### config.mk
export PLATFORM = sky130hd
export DESIGN_NAME = thumb_shift_issue
export DESIGN_NICKNAME = d
export VERILOG_FILES = /design/src/rtl/thumb_shift_issue_pkg.sv /design/src/rtl/thumb_shift_opdec.sv /design/src/rtl/thumb_shift_issue.sv
export SDC_FILE = /design/constraint.sdc
export NUM_CORES = 1
export LEC_CHECK = 0
export CAP_MARGIN = 20
export CELL_PAD_IN_SITES_DETAIL_PLACEMENT = 0
export CELL_PAD_IN_SITES_GLOBAL_PLACEMENT = 2
export CORE_MARGIN = 2
export CORE_UTILIZATION = 21
export DETAILED_ROUTE_END_ITERATION = 8
export GPL_TIMING_DRIVEN = 0
export HOLD_SLACK_MARGIN = 0.03
export PLACE_DENSITY = 0.89
export SLEW_MARGIN = 20
export SYNTH_ARGS = -nofsm -noshare
export SYNTH_HDL_FRONTEND = slang
export SYNTH_SLANG_ARGS = --single-unit
### constraint.sdc
create_clock -name clk -period 5.4 [get_ports clk]
set_input_delay 0.54 -clock clk [delete_from_list [all_inputs] [get_ports clk]]
set_output_delay 0.54 -clock clk [all_outputs]
set_load 0.01 [all_outputs]
### src/rtl/thumb_shift_issue_pkg.sv
// Shared types and encodings for the Thumb-1 shift/move issue stage.
// Holds the FSM states, shifter stype codes and the opcode fields of the accepted forms.
package thumb_shift_issue_pkg;

    typedef enum logic [1:0] {
        IDLE   = 2'd0,
        DECODE = 2'd1,
        ISSUE  = 2'd2,
        WB     = 2'd3
    } state_t;

    typedef enum logic [1:0] {
        FORM_IMM  = 2'd0,
        FORM_REG  = 2'd1,
        FORM_MOVI = 2'd2,
        FORM_NONE = 2'd3
    } form_t;

    localparam logic [1:0] STYPE_LSL = 2'b00;
    localparam logic [1:0] STYPE_LSR = 2'b01;
    localparam logic [1:0] STYPE_ASR = 2'b10;

    // instr[15:11]
    localparam logic [4:0] OP5_LSL_IMM  = 5'b00000;
    localparam logic [4:0] OP5_LSR_IMM  = 5'b00001;
    localparam logic [4:0] OP5_ASR_IMM  = 5'b00010;
    localparam logic [4:0] OP5_MOVS_IMM = 5'b00100;

    // instr[15:6]
    localparam logic [9:0] OP10_LSL_REG = 10'b0100000010;
    localparam logic [9:0] OP10_LSR_REG = 10'b0100000011;
    localparam logic [9:0] OP10_ASR_REG = 10'b0100000100;

    // Right shifts encode a 32-bit shift as imm5 = 0; LSL #0 is a plain move.
    function automatic logic [7:0] imm_shift_amount(input logic [1:0] stype,
                                                    input logic [4:0] imm5);
        if ((stype != STYPE_LSL) && (imm5 == 5'd0)) begin
            return 8'd32;
        end
        return {3'b000, imm5};
    endfunction

endpackage

### src/rtl/thumb_shift_opdec.sv
// Combinational decoder for the Thumb-1 shift and MOVS-immediate forms.
// Produces register addresses, shift type, destination and immediate operand.
module thumb_shift_opdec
    import thumb_shift_issue_pkg::*;
(
    input  logic [15:0] i_instr,
    output logic        o_legal,
    output form_t       o_form,
    output logic [1:0]  o_stype,
    output logic [2:0]  o_rd,
    output logic [2:0]  o_rm_addr,
    output logic [2:0]  o_rs_addr,
    output logic [7:0]  o_imm
);

    logic [4:0] w_op5;
    logic [9:0] w_op10;

    assign w_op5  = i_instr[15:11];
    assign w_op10 = i_instr[15:6];

    always_comb begin
        o_legal   = 1'b0;
        o_form    = FORM_NONE;
        o_stype   = STYPE_LSL;
        o_rd      = i_instr[2:0];
        o_rm_addr = i_instr[5:3];
        o_rs_addr = i_instr[5:3];
        o_imm     = 8'd0;
        case (w_op5)
            OP5_LSL_IMM: begin
                o_legal = 1'b1;
                o_form  = FORM_IMM;
                o_stype = STYPE_LSL;
                o_imm   = imm_shift_amount(STYPE_LSL, i_instr[10:6]);
            end
            OP5_LSR_IMM: begin
                o_legal = 1'b1;
                o_form  = FORM_IMM;
                o_stype = STYPE_LSR;
                o_imm   = imm_shift_amount(STYPE_LSR, i_instr[10:6]);
            end
            OP5_ASR_IMM: begin
                o_legal = 1'b1;
                o_form  = FORM_IMM;
                o_stype = STYPE_ASR;
                o_imm   = imm_shift_amount(STYPE_ASR, i_instr[10:6]);
            end
            OP5_MOVS_IMM: begin
                o_legal = 1'b1;
                o_form  = FORM_MOVI;
                o_rd    = i_instr[10:8];
                o_imm   = i_instr[7:0];
            end
            default: begin
                // Register forms: Rdn is both the shifted value and the destination.
                if ((w_op10 == OP10_LSL_REG) || (w_op10 == OP10_LSR_REG) ||
                    (w_op10 == OP10_ASR_REG)) begin
                    o_legal   = 1'b1;
                    o_form    = FORM_REG;
                    o_rm_addr = i_instr[2:0];
                    o_rs_addr = i_instr[5:3];
                    if (w_op10 == OP10_LSR_REG) begin
                        o_stype = STYPE_LSR;
                    end else if (w_op10 == OP10_ASR_REG) begin
                        o_stype = STYPE_ASR;
                    end
                end
            end
        endcase
    end

endmodule

### src/rtl/thumb_shift_issue.sv
// Serialised issue stage: accepts one Thumb-1 shift/move, reads operands, drives the
// shifter bus, writes the result back and latches the APSR flags.
module thumb_shift_issue
    import thumb_shift_issue_pkg::*;
(
    input  logic        clk,
    input  logic        rst,
    input  logic        instr_valid,
    input  logic [15:0] instr,
    output logic        instr_ready,
    output logic [2:0]  rf_addr_m,
    input  logic [31:0] rf_data_m,
    output logic [2:0]  rf_addr_s,
    input  logic [31:0] rf_data_s,
    output logic        sh_en,
    output logic        sh_S,
    output logic [31:0] sh_Rm,
    output logic [7:0]  sh_operand2,
    output logic [1:0]  sh_stype,
    input  logic [31:0] sh_Rd,
    input  logic        sh_carry,
    input  logic        sh_zero,
    input  logic        sh_neg,
    output logic        apsr_c,
    output logic        apsr_z,
    output logic        apsr_n,
    output logic        wb_en,
    output logic [2:0]  wb_addr,
    output logic [31:0] wb_data,
    output logic        illegal,
    output logic [1:0]  o_dbg_state
);

    // Handshake: an instruction transfers on a rising edge where instr_valid and
    // instr_ready are both 1; instr_ready is high only in IDLE and never depends on instr_valid.

    state_t      r_state;
    state_t      w_next_state;
    logic [15:0] r_instr;
    logic        r_S;
    logic [31:0] r_Rm;
    logic [7:0]  r_operand2;
    logic [1:0]  r_stype;
    logic [2:0]  r_rd;
    logic        r_apsr_c;
    logic        r_apsr_z;
    logic        r_apsr_n;

    logic        w_legal;
    form_t       w_form;
    logic [1:0]  w_stype;
    logic [2:0]  w_rd;
    logic [2:0]  w_rm_addr;
    logic [2:0]  w_rs_addr;
    logic [7:0]  w_imm;
    logic [31:0] w_rm_val;
    logic [7:0]  w_op2_val;
    logic        w_unused_rs_hi;

    thumb_shift_opdec u_opdec (
        .i_instr   (r_instr),
        .o_legal   (w_legal),
        .o_form    (w_form),
        .o_stype   (w_stype),
        .o_rd      (w_rd),
        .o_rm_addr (w_rm_addr),
        .o_rs_addr (w_rs_addr),
        .o_imm     (w_imm)
    );

    assign rf_addr_m = w_rm_addr;
    assign rf_addr_s = w_rs_addr;
    // Only the low byte of a shift register is a shift amount.
    assign w_unused_rs_hi = ^rf_data_s[31:8];

    always_comb begin
        w_rm_val  = rf_data_m;
        w_op2_val = 8'd0;
        case (w_form)
            FORM_IMM:  w_op2_val = w_imm;
            FORM_REG:  w_op2_val = rf_data_s[7:0];
            FORM_MOVI: w_rm_val  = {24'd0, w_imm};
            default:   w_op2_val = 8'd0;
        endcase
    end

    always_comb begin
        w_next_state = r_state;
        instr_ready  = 1'b0;
        sh_en        = 1'b0;
        wb_en        = 1'b0;
        illegal      = 1'b0;
        case (r_state)
            IDLE: begin
                instr_ready = 1'b1;
                if (instr_valid) begin
                    w_next_state = DECODE;
                end
            end
            DECODE: begin
                illegal      = ~w_legal;
                w_next_state = w_legal ? ISSUE : IDLE;
            end
            ISSUE: begin
                sh_en        = 1'b1;
                w_next_state = WB;
            end
            WB: begin
                wb_en        = 1'b1;
                w_next_state = IDLE;
            end
            default: w_next_state = IDLE;
        endcase
    end

    always_ff @(posedge clk) begin
        if (!rst) begin
            r_state <= IDLE;
            r_instr <= 16'd0;
        end else begin
            r_state <= w_next_state;
            if ((r_state == IDLE) && instr_valid) begin
                r_instr <= instr;
            end
        end
    end

    // Shifter bus registers stay put after WB until the next legal decode.
    always_ff @(posedge clk) begin
        if (!rst) begin
            r_S        <= 1'b0;
            r_Rm       <= 32'd0;
            r_operand2 <= 8'd0;
            r_stype    <= STYPE_LSL;
            r_rd       <= 3'd0;
            r_apsr_c   <= 1'b0;
            r_apsr_z   <= 1'b0;
            r_apsr_n   <= 1'b0;
        end else begin
            if ((r_state == DECODE) && w_legal) begin
                r_S        <= 1'b1;
                r_Rm       <= w_rm_val;
                r_operand2 <= w_op2_val;
                r_stype    <= w_stype;
                r_rd       <= w_rd;
            end
            if (r_state == WB) begin
                r_apsr_c <= sh_carry;
                r_apsr_z <= sh_zero;
                r_apsr_n <= sh_neg;
            end
        end
    end

    assign sh_S        = r_S;
    assign sh_Rm       = r_Rm;
    assign sh_operand2 = r_operand2;
    assign sh_stype    = r_stype;
    assign apsr_c      = r_apsr_c;
    assign apsr_z      = r_apsr_z;
    assign apsr_n      = r_apsr_n;
    assign wb_addr     = wb_en ? r_rd : 3'd0;
    assign wb_data     = wb_en ? sh_Rd : 32'd0;
    assign o_dbg_state = r_state;

endmodule

* Word level (Yosys, flattened, before mapping)
Cells that the tools add are included.
** Word-level totals
- Flip-flop bits (word level) :: 67
- Input port bits :: 118
- Output and inout port bits :: 93
** Cells by class
- Equality and inequality tests :: 12
- Mux-type cells :: 29
- Bitwise operators :: 1
- Reductions and logical operators :: 11
** Operator list (count)
- $mux W32 :: 2
- $pmux W8 S4 :: 1
- $eq A10 B9 Y1 const B :: 3
- $mux W8 :: 3
- $pmux W8 S2 :: 1
- $mux W2 :: 6
- $mux W3 :: 4
- $logic_not A5 Y1 :: 2
- $mux W1 :: 9
- $pmux W2 S4 :: 1
- $eq A2 B2 Y1 const B :: 3
- $pmux W2 S3 :: 1
- $eq A5 B1 Y1 const B :: 1
- $eq A5 B2 Y1 const B :: 1
- $eq A5 B3 Y1 const B :: 1
- $eq A2 B1 Y1 const B :: 2
- $logic_not A2 Y1 :: 2
- $pmux W2 S2 :: 1
- $reduce_or A4 Y1 :: 1
- $reduce_or A3 Y1 :: 1
- $logic_and A1 B1 Y1 :: 2
- $logic_or A1 B1 Y1 :: 2
- $ne A2 B2 Y1 const B :: 1
- $reduce_or A2 Y1 :: 1
- $not A1 Y1 :: 1

* Longest topological paths before layout
Gate-level depths: netlist of the first run.
- Word-level depth :: 7
- Depth in mapped cells :: 7
- Gate-level depth less buffers :: 4

* Cells and area by module
A second synthesis of the first run with hierarchy kept.
** Unflattened totals
- Cell total of the unflattened synthesis :: 389
- Area, all modules :: 3271.9 um^2
** By module, submodules not included
- thumb_shift_issue :: times used 1, cells an instance 344, area an instance 2934.1 um^2, seq. area each 1341.3 um^2
- thumb_shift_opdec :: times used 1, cells an instance 45, area an instance 337.8 um^2, seq. area each 0.0 um^2

* Least setup slack after synthesis of the first run
No wires, ideal clock.
- Path type :: reg-to-output
- Start :: register r_instr[8]
- End :: output rf_addr_m[0]
- Arrival time :: 1.521 ns
- Setup slack :: 3.339 ns
- Cell stages (with the launch flop) :: 6
- Path buffers :: 1
- Cells stage by stage :: dfxtp_1 -> or3b_1 -> clkbuf_1 -> a2111o_1 -> nand2_1 -> nand2_1
** Between the ends
- Longest elaborated chain between the ends :: 5
- Elaborated cells between the ends (all ways) :: 7
- Classes of those cells :: eq/ne: 3; mux: 2; reduce/logical: 2
** Ends and longest elaborated chain
- from (decl) :: line thumb_shift_issue.sv:39 : logic [15:0] r_instr;
- from (signal assigned) :: line thumb_shift_issue.sv:123 : r_instr <= instr;
- $eq A10 B9 Y1 :: line thumb_shift_opdec.sv:57 : if ((w_op10 == OP10_LSL_REG) || (w_op10 == OP10_LSR_REG) ||
- $logic_or A1 B1 Y1 :: line thumb_shift_opdec.sv:57
- $logic_or A1 B1 Y1 * :: line thumb_shift_opdec.sv:57
- $mux W3 * :: line thumb_shift_opdec.sv:57
- $mux W3 * :: line thumb_shift_opdec.sv:30 : case (w_op5)
- to (decl) :: line thumb_shift_issue.sv:11 : output logic [2:0] rf_addr_m,
Mark *: on every way between the ends. The rest lies on a longest branch, timed or not.

* Worst setup path after layout of the first run
- Start :: register r_instr[14]
- End :: output rf_addr_m[0]
** Between the ends
- Longest elaborated chain between the ends :: 5
- Elaborated cells between the ends (all ways) :: 12
- Classes of those cells :: eq/ne: 6; mux: 2; reduce/logical: 4
** Ends and longest elaborated chain (line)
- $eq A10 B9 Y1 :: thumb_shift_opdec.sv:57
- $logic_or A1 B1 Y1 (2 in series) :: thumb_shift_opdec.sv:57
- $mux W3 :: thumb_shift_opdec.sv:57
- $mux W3 * :: thumb_shift_opdec.sv:30
Marks and branches as above.

==> results of run 1 <==
[worst min path at each step]
stage / from / cells past startpoint / slack (ns) / to
final: sh_Rm[19] / 2 / 0.46 / sh_Rm[19]
after detailed placement: sh_Rm[4] / 2 / 0.45 / sh_Rm[4]
after global routing: sh_Rm[4] / 2 / 0.48 / sh_Rm[4]
after global placement: sh_Rm[29] / 2 / 0.44 / sh_Rm[29]
after floorplan: r_rd[0] / 2 / 0.43 / r_rd[0]
after CTS: sh_Rm[5] / 2 / 0.47 / sh_Rm[5]
[layout by cell type (no fill, tap or decap), drive strengths merged, types with 2 or more instances in the layout]
master,n
clkinvlp,4
o21ai,20
nor2,3
clkdlybuf4s50,185
nor3b,2
buf,8
clkbuf,41
a2111oi,7
o21a,3
or4,2
nand3,2
nor4b,2
inv,8
nor2b,2
or3b,2
nand2,119
mux2i,43
o22ai,2
and2,6
a21boi,31
dfxtp,67
nor3,2
nor4,2
and3,46
[cells in the mapped netlist, types with 6 or more instances]
cell,instances,share of area (%)
o21ai_1,10,1.5
a2111oi_0,6,1.6
inv_1,8,0.89
clkbuf_1,30,3.3
and3_1,46,8.5
dfxtp_1,67,40
o21ai_0,9,1.3
mux2i_1,43,13
and2_1,6,1.1
nand2_1,119,13
a21boi_1,13,2.9
a21boi_0,18,4.0
[critical path, cell delays in order, from the launching register on]
cell             delay, ns
dfxtp_1               0.49
or3b_1                0.37
clkbuf_1              0.21
a211oi_4              0.46
nand2_1               0.10
nand2_1               0.10
clkdlybuf4s50_1       0.55
[sequential cells by signal (all words and copies together) (netlist names), named ones only]
name	cells
sh_Rm	32
r_instr	16
sh_operand2	8
r_rd	3
sh_stype	2
apsr_c	1
apsr_n	1
apsr_z	1
o_dbg_state	1
sh_S	1
[final cells by class]
type | instances | area (um2) | share of cell area (%)
flip-flops and latches | 67 | 1340 | 23.0
inverters | 8 | 30.0 | 0.516
plain buffers | 39 | 190 | 3.27
multi-input cells | 302 | 1830 | 31.5
well taps | 216 | 270 | 4.64
clock inverters | 6 | 65.1 | 1.12
clock buffers | 10 | 239 | 4.11
repair buffers | 185 | 1850 | 31.8
[stage by stage]
stage | utilization [%] | setup slack (ns) | hold slack, ns | power (mW) | cell area [um2]
final | 36.8 | 2.24 | 0.461 | 1.44 | 5820
after global routing | 36.8 | 2.08 | 0.480 | 1.52 | 5820
after CTS | 36.7 | 2.15 | 0.465 | 1.47 | 5820
after detailed placement | 34.8 | 2.54 | 0.453 | 0.867 | 5510
after global placement | 34.8 | 2.60 | 0.443 | 0.861 | 5510
after floorplan | - | 3.34 | 0.434 | 0.698 | 3390
[metal layers]
| metal | track usage, % | vias to the layer above |
|---|---|---|
| met5 | 0 | - |
| met4 | 3.75 | 0 |
| met3 | 4.15 | 15 |
| met2 | 23.3 | 114 |
| met1 | 18.0 | 1660 |
| li1 | - | 1804 |
[logic make-up after synthesis]
group | count (synthesis) | synth area share, %
buffers and inverters | 47 | 6.50
multiplexers | 43 | 12.7
AND/OR/NAND/NOR | 192 | 26.7
flip-flops | 67 | 39.6
AO/OA/AOI/OAI | 67 | 14.5
[power groups by stage]
stage	clock [mW]	sequential (mW)	combinational (mW)
CTS	0.608	0.546	0.313
floorplan	0	0.559	0.139
finish	0.589	0.546	0.310
global placement	0	0.555	0.306
detailed placement	0	0.556	0.311
global route	0.633	0.550	0.337
==> results.json, run 1 <==
{
  "cts_hold_buffers": 0,
  "ys.flop_type": "dfxtp_1",
  "rr_endpoint": "sh_Rm[30]",
  "endpoint": "rf_addr_m[0]",
  "grt_pass1_vias": 3511,
  "dp.cells": 817,
  "slew_viol_final": 0,
  "post_cts_buffers": 0,
  "drt_wl_total_um": 12300,
  "syn_area_um2": 3390,
  "routedWlPerCell_um": 14.8,
  "viasPerCell": 4.31,
  "synth_edf_count": 0,
  "final_cells": 833,
  "grt_pass1_wl_um": 18600,
  "pwr-share-clk_pct": 40.8,
  "ys_async_sr_fraction_pct": 0,
  "grt_max_degree": 13,
  "hold_viol": 0,
  "htree_levels": 3,
  "synthDistinctLibCells": 35,
  "cts-resized-gates": 0,
  "worstPathArrival_ns": 2.62,
  "finalSetupViolCount": 0,
  "crit_start": "r_instr[14]",
  "min_path_type": "register to register",
  "ant_nets": 0,
  "power_leakage_nw": 2.46,
  "antenna_cells": 0,
  "drt-pass1-iter-count": 5,
  "track_usage_pct": 14.1,
  "wl_met1_um": 5520,
  "antenna_found_initial": 0,
  "p_int_mw": 1.06,
  "synthCells": 416,
  "setup_tns_ns": 0,
  "core_area_um2": 15800,
  "max_freq_mhz": 317,
  "slew_headroom_pct": 44.4,
  "fillers": 1624,
  "drt_iter0_drc": 133,
  "drv_cap": 0,
  "chipWidth_um": 131,
  "fin_skew_ns": 0.00798,
  "peakVddDrop_mv": 0.150,
  "syn_avg_cell_area_um2": 8.15,
  "r2r_start": "r_instr[11]",
  "drive_above_1_share_pct": 4.70,
  "required_ns": 4.86,
  "power_frac_comb_pct": 21.4,
  "vias": 3593,
  "ys_ff_latch": 67,
  "fin_crit_ns": 3.16,
  "io_pins": 211,
  "cp-start-kind": "register",
  "clock_latency_ns": 0.34,
  "r2r_cells": 5,
  "power_density_nw_per_um2": 248,
  "clock_path_buffers": 2,
  "io_buffer_count": 185,
  "cts_tree": "yes",
  "cts_made_buffers": 9,
  "swShare_pct": 26.8,
  "status": "complete, no violations",
  "highest_layer": "met4",
  "reg2reg_slack_ns": 3.21,
  "chipHeight_um": 131,
  "clkSinkCount": 67,
  "path_max_fanout": 8,
  "wl_met3_um": 772,
  "cts_root_buf": "clkbuf_16",
  "nets": 730,
  "crit_type": "register to primary output",
  "dieArea_um2": 17200,
  "gp_congestion": 0.831,
  "syn_nets": 534,
  "syn_to_final_growth_pct": 71.7,
  "sequentialPowerShare_pct": 37.8,
  "grt_setup_unrepaired": "false",
  "finalCritPeriodShare_pct": 58.5,
  "timing_worst_slew_pin_value_ns": 0.832,
  "num_rows": 46,
  "wl_met2_um": 5820,
  "cp-end-kind": "primary output",
  "start_util_pct": 21.4,
  "drc": 0,
  "clk_pin_slew_worst_paths_ns": 0.06,
  "dp_hpwl_um": 9800,
  "grt_remaining_overflow": 0,
  "p_switching_uw": 387,
  "synth-seq-area-share_pct": 39.6,
  "ys_warn_count": 0
}
Power figures use the tool's default switching activity.
==> inputs of run 2 (changes only) <==
Settings changed: CORE_UTILIZATION 21 to 19, PLACE_DENSITY 0.89 to 0.82.
Clock period 5.4 ns to 3.1 ns, I/O delays scaled along.
==> run 2 against run 1 <==
Against the previous run:
- sequential cell count stayed put
- cell count is 0.96% higher
- routed wire length increased by 3.3%
- largest power group unchanged
- non-clock buffer count unchanged
- critical endpoint is now rf_addr_m[1]
- clock power up 85%
- first-iteration DRC count down 16%
- combinational power is 75% higher
- clock-buffer cell count did not move
- total power rose by 78%
- global-route usage fell by 0.78 points
- via count shrank 1.3%
==> results.json, run 2 (synthesized netlist as in run 1, its figures left out) <==
{
  "clock_latency_ns": 0.33,
  "chipWidth_um": 138,
  "min_path_type": "register to register",
  "nets": 730,
  "final_common_cell": "clkdlybuf4s50_1",
  "fin_crit_ns": 2.92,
  "final_cell_mix": "clkdlybuf4s50_1 (185), nand2_1 (119), dfxtp_1 (67), and3_1 (46), mux2i_1 (43)",
  "fin_skew_ns": 0.00407,
  "drt_wl_total_um": 12700,
  "drc": 0,
  "status": "complete, no violations",
  "clkSinkCount": 67,
  "peakVddDrop_mv": 0.260,
  "power_leakage_nw": 2.48,
  "worstPathArrival_ns": 2.61,
  "crit_path_top_delay_cell": "clkdlybuf4s50_1",
  "post_cts_buffers": 0,
  "slew_headroom_pct": 38.3,
  "drt-pass1-iter-count": 4,
  "hold_viol": 0,
  "cp-start-kind": "register",
  "timing_worst_slew_pin_value_ns": 0.923,
  "path_max_fanout": 9,
  "finalSetupViolCount": 0,
  "track_usage_pct": 13.3,
  "cts_made_buffers": 9,
  "dp.cells": 826,
  "io_pins": 211,
  "slowest_delay_ns": 0.54,
  "finalCritPeriodShare_pct": 94.1,
  "largest_reg_flops": 32,
  "syn_to_final_growth_pct": 72.4,
  "slew_viol_final": 0,
  "num_rows": 48,
  "final_cells": 841,
  "cp-end-kind": "primary output",
  "start_util_pct": 19.5,
  "antenna_cells": 0,
  "drive_above_1_share_pct": 4.55,
  "power_density_nw_per_um2": 441,
  "drt_iter0_drc": 112,
  "chipHeight_um": 138,
  "grt_remaining_overflow": 0,
  "io_buffer_count": 185,
  "grt_setup_unrepaired": "false",
  "cp_common_cell": "nand2_1",
  "ant_nets": 0,
  "drv_cap": 0,
  "clock_path_buffers": 2,
  "crit_type": "register to primary output",
  "clk_pin_slew_worst_paths_ns": 0.06,
  "htree_levels": 3,
  "grt_pass1_wl_um": 19000,
  "required_ns": 2.79,
  "cts_root_buf": "clkbuf_16",
  "gp_congestion": 0.795,
  "cts_tree": "yes",
  "vias": 3547,
  "max_freq_mhz": 343,
  "setup_tns_ns": 0,
  "routedWlPerCell_um": 15.1,
  "grt_max_degree": 12,
  "dieArea_um2": 18900,
  "whs_ns": 0.457,
  "finalPower_mw": 2.58,
  "core_area_um2": 17400,
  "antenna_found_initial": 0,
  "dp_hpwl_um": 10100,
  "viasPerCell": 4.22,
  "utilization_pct": 33.7,
  "crit_chain": "or3b_1 -> clkbuf_1 -> a211oi_4 -> nand2_1 -> nand2_1 -> clkdlybuf4s50_1",
  "cts_hold_buffers": 0,
  "grt_pass1_vias": 3504
}
## run 2: cell count changes in the layout (fill, tap and decap cells not counted)
cell        before  now
clkinv_2         1    2
bufinv_16        1    2
clkinvlp_4       4    1
## run 2: worst max-delay path, delay by kind of cell, from the launching register on
family                 cells  cell delay, ns
buffers and inverters      2            0.77
flip-flops                 1            0.43
AND/OR/NAND/NOR            3            0.56
AO/OA/AOI/OAI              1            0.51
## run 2: power breakdown
part	leakage (nW)	internal (mW)	switching (mW)
sequential	0.545	0.911	0.0398
clock	0.154	0.717	0.368
combinational	1.78	0.290	0.252
## run 2: final timing paths
kind,to,cells past startpoint,from,slack (ns)
setup / recovery,rf_addr_m[1],6,r_instr[8],0.18
hold / removal,sh_Rm[2],2,sh_Rm[2],0.46
setup reg to reg,sh_Rm[29],5,r_instr[11],0.85
hold reg to reg,sh_Rm[2],2,sh_Rm[2],0.46
## run 2: area by class of cell
| class | count | area, um2 |
|---|---|---|
| well taps | 225 | 282 |
| repair buffers | 185 | 1850 |
| multi-input cells | 302 | 1830 |
| fillers | 1839 | 11500 |
| inverters | 8 | 30.0 |
| clock buffers | 10 | 239 |
| clock inverters | 5 | 77.6 |
| plain buffers | 39 | 190 |
| flip-flops and latches | 67 | 1340 |
## run 2: through the flow
| stage | instance area (um2) | worst slack, ns |
|---|---|---|
| 3_3_place_gp | 5520 | 0.518 |
| 5_1_grt | 5840 | 0.0427 |
| 3_5_place_dp | 5520 | 0.521 |
| 2_1_floorplan | 3390 | 1.27 |
| 4_1_cts | 5840 | 0.152 |
| 6_report | 5840 | 0.182 |
## run 2: what timing repair did
item / CTS / global route
hold endpoints to repair: 0 / 0
gates resized for setup: 0 / 1
setup endpoints to repair: 0 / 1
## run 2: layer usage
layer / vias to the layer above / wire [um] / track usage, % / share of wire (%)
met1: 1609 / 5720 / 16.9 / 45
met2: 115 / 5920 / 21.8 / 47
li1: 1807 / - / - / -
met5: - / 0 / 0 / 0
met4: 0 / 219 / 4.07 / 1.7
met3: 16 / 841 / 3.97 / 6.6
==> inputs of run 3 (changes only) <==
Settings changed: PLACE_DENSITY 0.82 to 0.9, SKIP_CTS_REPAIR_TIMING set to 1.
==> run 3 against run 2 <==
Against the previous run:
- cell count up 0.12%
- clock-buffer cell count decreased by 1
- highest routed layer unchanged
- combinational power barely moved
- largest power group unchanged
- first-iteration DRC count is 11% higher
==> results.json, run 3 (synthesized netlist as in run 1, its figures left out) <==
{
  "status": "complete, no violations",
  "cp_common_cell": "nand2_1",
  "peakVddDrop_mv": 0.297,
  "power_leakage_nw": 2.46,
  "clock_latency_ns": 0.34,
  "htree_levels": 3,
  "max_freq_mhz": 345,
  "grt_pass1_vias": 3633,
  "path_max_fanout": 8,
  "drt_iter0_drc": 124,
  "final_cell_mix": "clkdlybuf4s50_1 (185), nand2_1 (119), dfxtp_1 (67), and3_1 (46), mux2i_1 (43)",
  "cts_root_buf": "clkbuf_16",
  "whs_ns": 0.457,
  "chipWidth_um": 138,
  "num_rows": 48,
  "cp-start-kind": "register",
  "start_util_pct": 19.5,
  "power_density_nw_per_um2": 432,
  "dp_hpwl_um": 9960,
  "track_usage_pct": 13.5,
  "worstPathArrival_ns": 2.59,
  "cts_made_buffers": 9,
  "dp_worst_setup_slack_ns": 0.526,
  "antenna_cells": 0,
  "required_ns": 2.79,
  "io_pins": 211,
  "ant_nets": 0,
  "routedWlPerCell_um": 14.9,
  "grt_remaining_overflow": 0,
  "finalSetupViolCount": 0,
  "cp-end-kind": "primary output",
  "slew_viol_final": 0,
  "drv_cap": 0,
  "holdPathStages": 2,
  "crit_type": "register to primary output",
  "slowest_delay_ns": 0.54,
  "slew_headroom_pct": 47.7,
  "drive_above_1_share_pct": 4.70,
  "timing_worst_slew_pin_value_ns": 0.777,
  "syn_to_final_growth_pct": 72.0,
  "clk_pin_slew_worst_paths_ns": 0.06,
  "r2r_start": "r_instr[14]",
  "cpLargestDelayFamily": "buffers and inverters",
  "setup_tns_ns": 0,
  "drc": 0,
  "crit_path_top_delay_cell": "clkdlybuf4s50_1",
  "vias": 3618,
  "dieArea_um2": 18900,
  "grt_max_degree": 14,
  "nets": 730,
  "io_buffer_count": 185,
  "viasPerCell": 4.30,
  "hold_viol": 0,
  "clock_path_buffers": 2,
  "core_area_um2": 17400,
  "crit_start": "r_instr[14]",
  "stdcell_area_um2": 5830,
  "hp-start": "sh_Rm[7]",
  "clkSinkCount": 67,
  "largest_reg_flops": 32,
  "grt_setup_unrepaired": "false",
  "r2r_cells": 6,
  "setup_ws_ns": 0.203,
  "crit_chain": "or3b_1 -> clkbuf_1 -> a211oi_4 -> nand2_1 -> nand2_1 -> clkdlybuf4s50_1",
  "place_area_um2": 5520,
  "fin_crit_ns": 2.90,
  "cts_tree": "yes",
  "cp_num_cells": 6,
  "antenna_found_initial": 0,
  "utilization_pct": 33.6,
  "gp_congestion": 0.836,
  "chipHeight_um": 138,
  "cp_num_buf_inv": 2,
  "drt-pass1-iter-count": 4,
  "final_common_cell": "clkdlybuf4s50_1",
  "finalCritPeriodShare_pct": 93.4,
  "fin_skew_ns": 0.0105,
  "grt_pass1_wl_um": 19500,
  "min_path_type": "register to register",
  "drt_wl_total_um": 12600
}
-- run 3: cell count changes in the layout (fill, tap and decap cells not counted) --
cell        previous run  this run
clkbuf_8               1         0
clkinv_2               2         1
clkinvlp_4             1         2
clkinv_4               0         2
inv_6                  0         1
bufinv_16              2         1
-- run 3: metrics by stage --
step	instances	power (mW)
floorplan	416	1.22
global placement	826	1.50
detailed placement	826	1.51
CTS	842	2.55
global route	842	2.65
finish	842	2.52
-- run 3: layer usage --
| layer | vias to the layer above | global-route usage [%] | part of all wire [%] |
|---|---|---|---|
| li1 | 1810 | - | - |
| met1 | 1661 | 17.5 | 46 |
| met2 | 126 | 21.2 | 44 |
| met3 | 21 | 4.01 | 7.6 |
| met4 | 0 | 5.04 | 2.0 |
| met5 | - | 0 | 0 |
-- run 3: worst paths after layout --
kind | slack, ns | endpoint
setup / recovery | 0.20 | rf_addr_m[2]
hold / removal | 0.46 | sh_Rm[7]
setup reg to reg | 0.93 | sh_stype[0]
hold reg to reg | 0.46 | sh_Rm[7]
-- run 3: cell type report --
class	count	area, um2
multi-input cells	302	1830
plain buffers	39	190
flip-flops and latches	67	1340
well taps	225	282
clock inverters	7	76.3
clock buffers	9	225
inverters	8	30.0
fillers	1775	11500
repair buffers	185	1850
-- run 3: worst reg2reg max path: cells and delay by family (launching register included) --
kind / cells / cell delay (ns)
compound gates: 2 / 0.64
flops: 1 / 0.49
buf+inv: 2 / 0.42
simple gates: 1 / 0.38
mux: 1 / 0.12
-- run 3: power breakdown --
part	switching [mW]	internal, mW	total (mW)
combinational	0.249	0.290	0.539
sequential	0.0424	0.910	0.953
clock	0.399	0.626	1.02
total	0.690	1.83	2.52
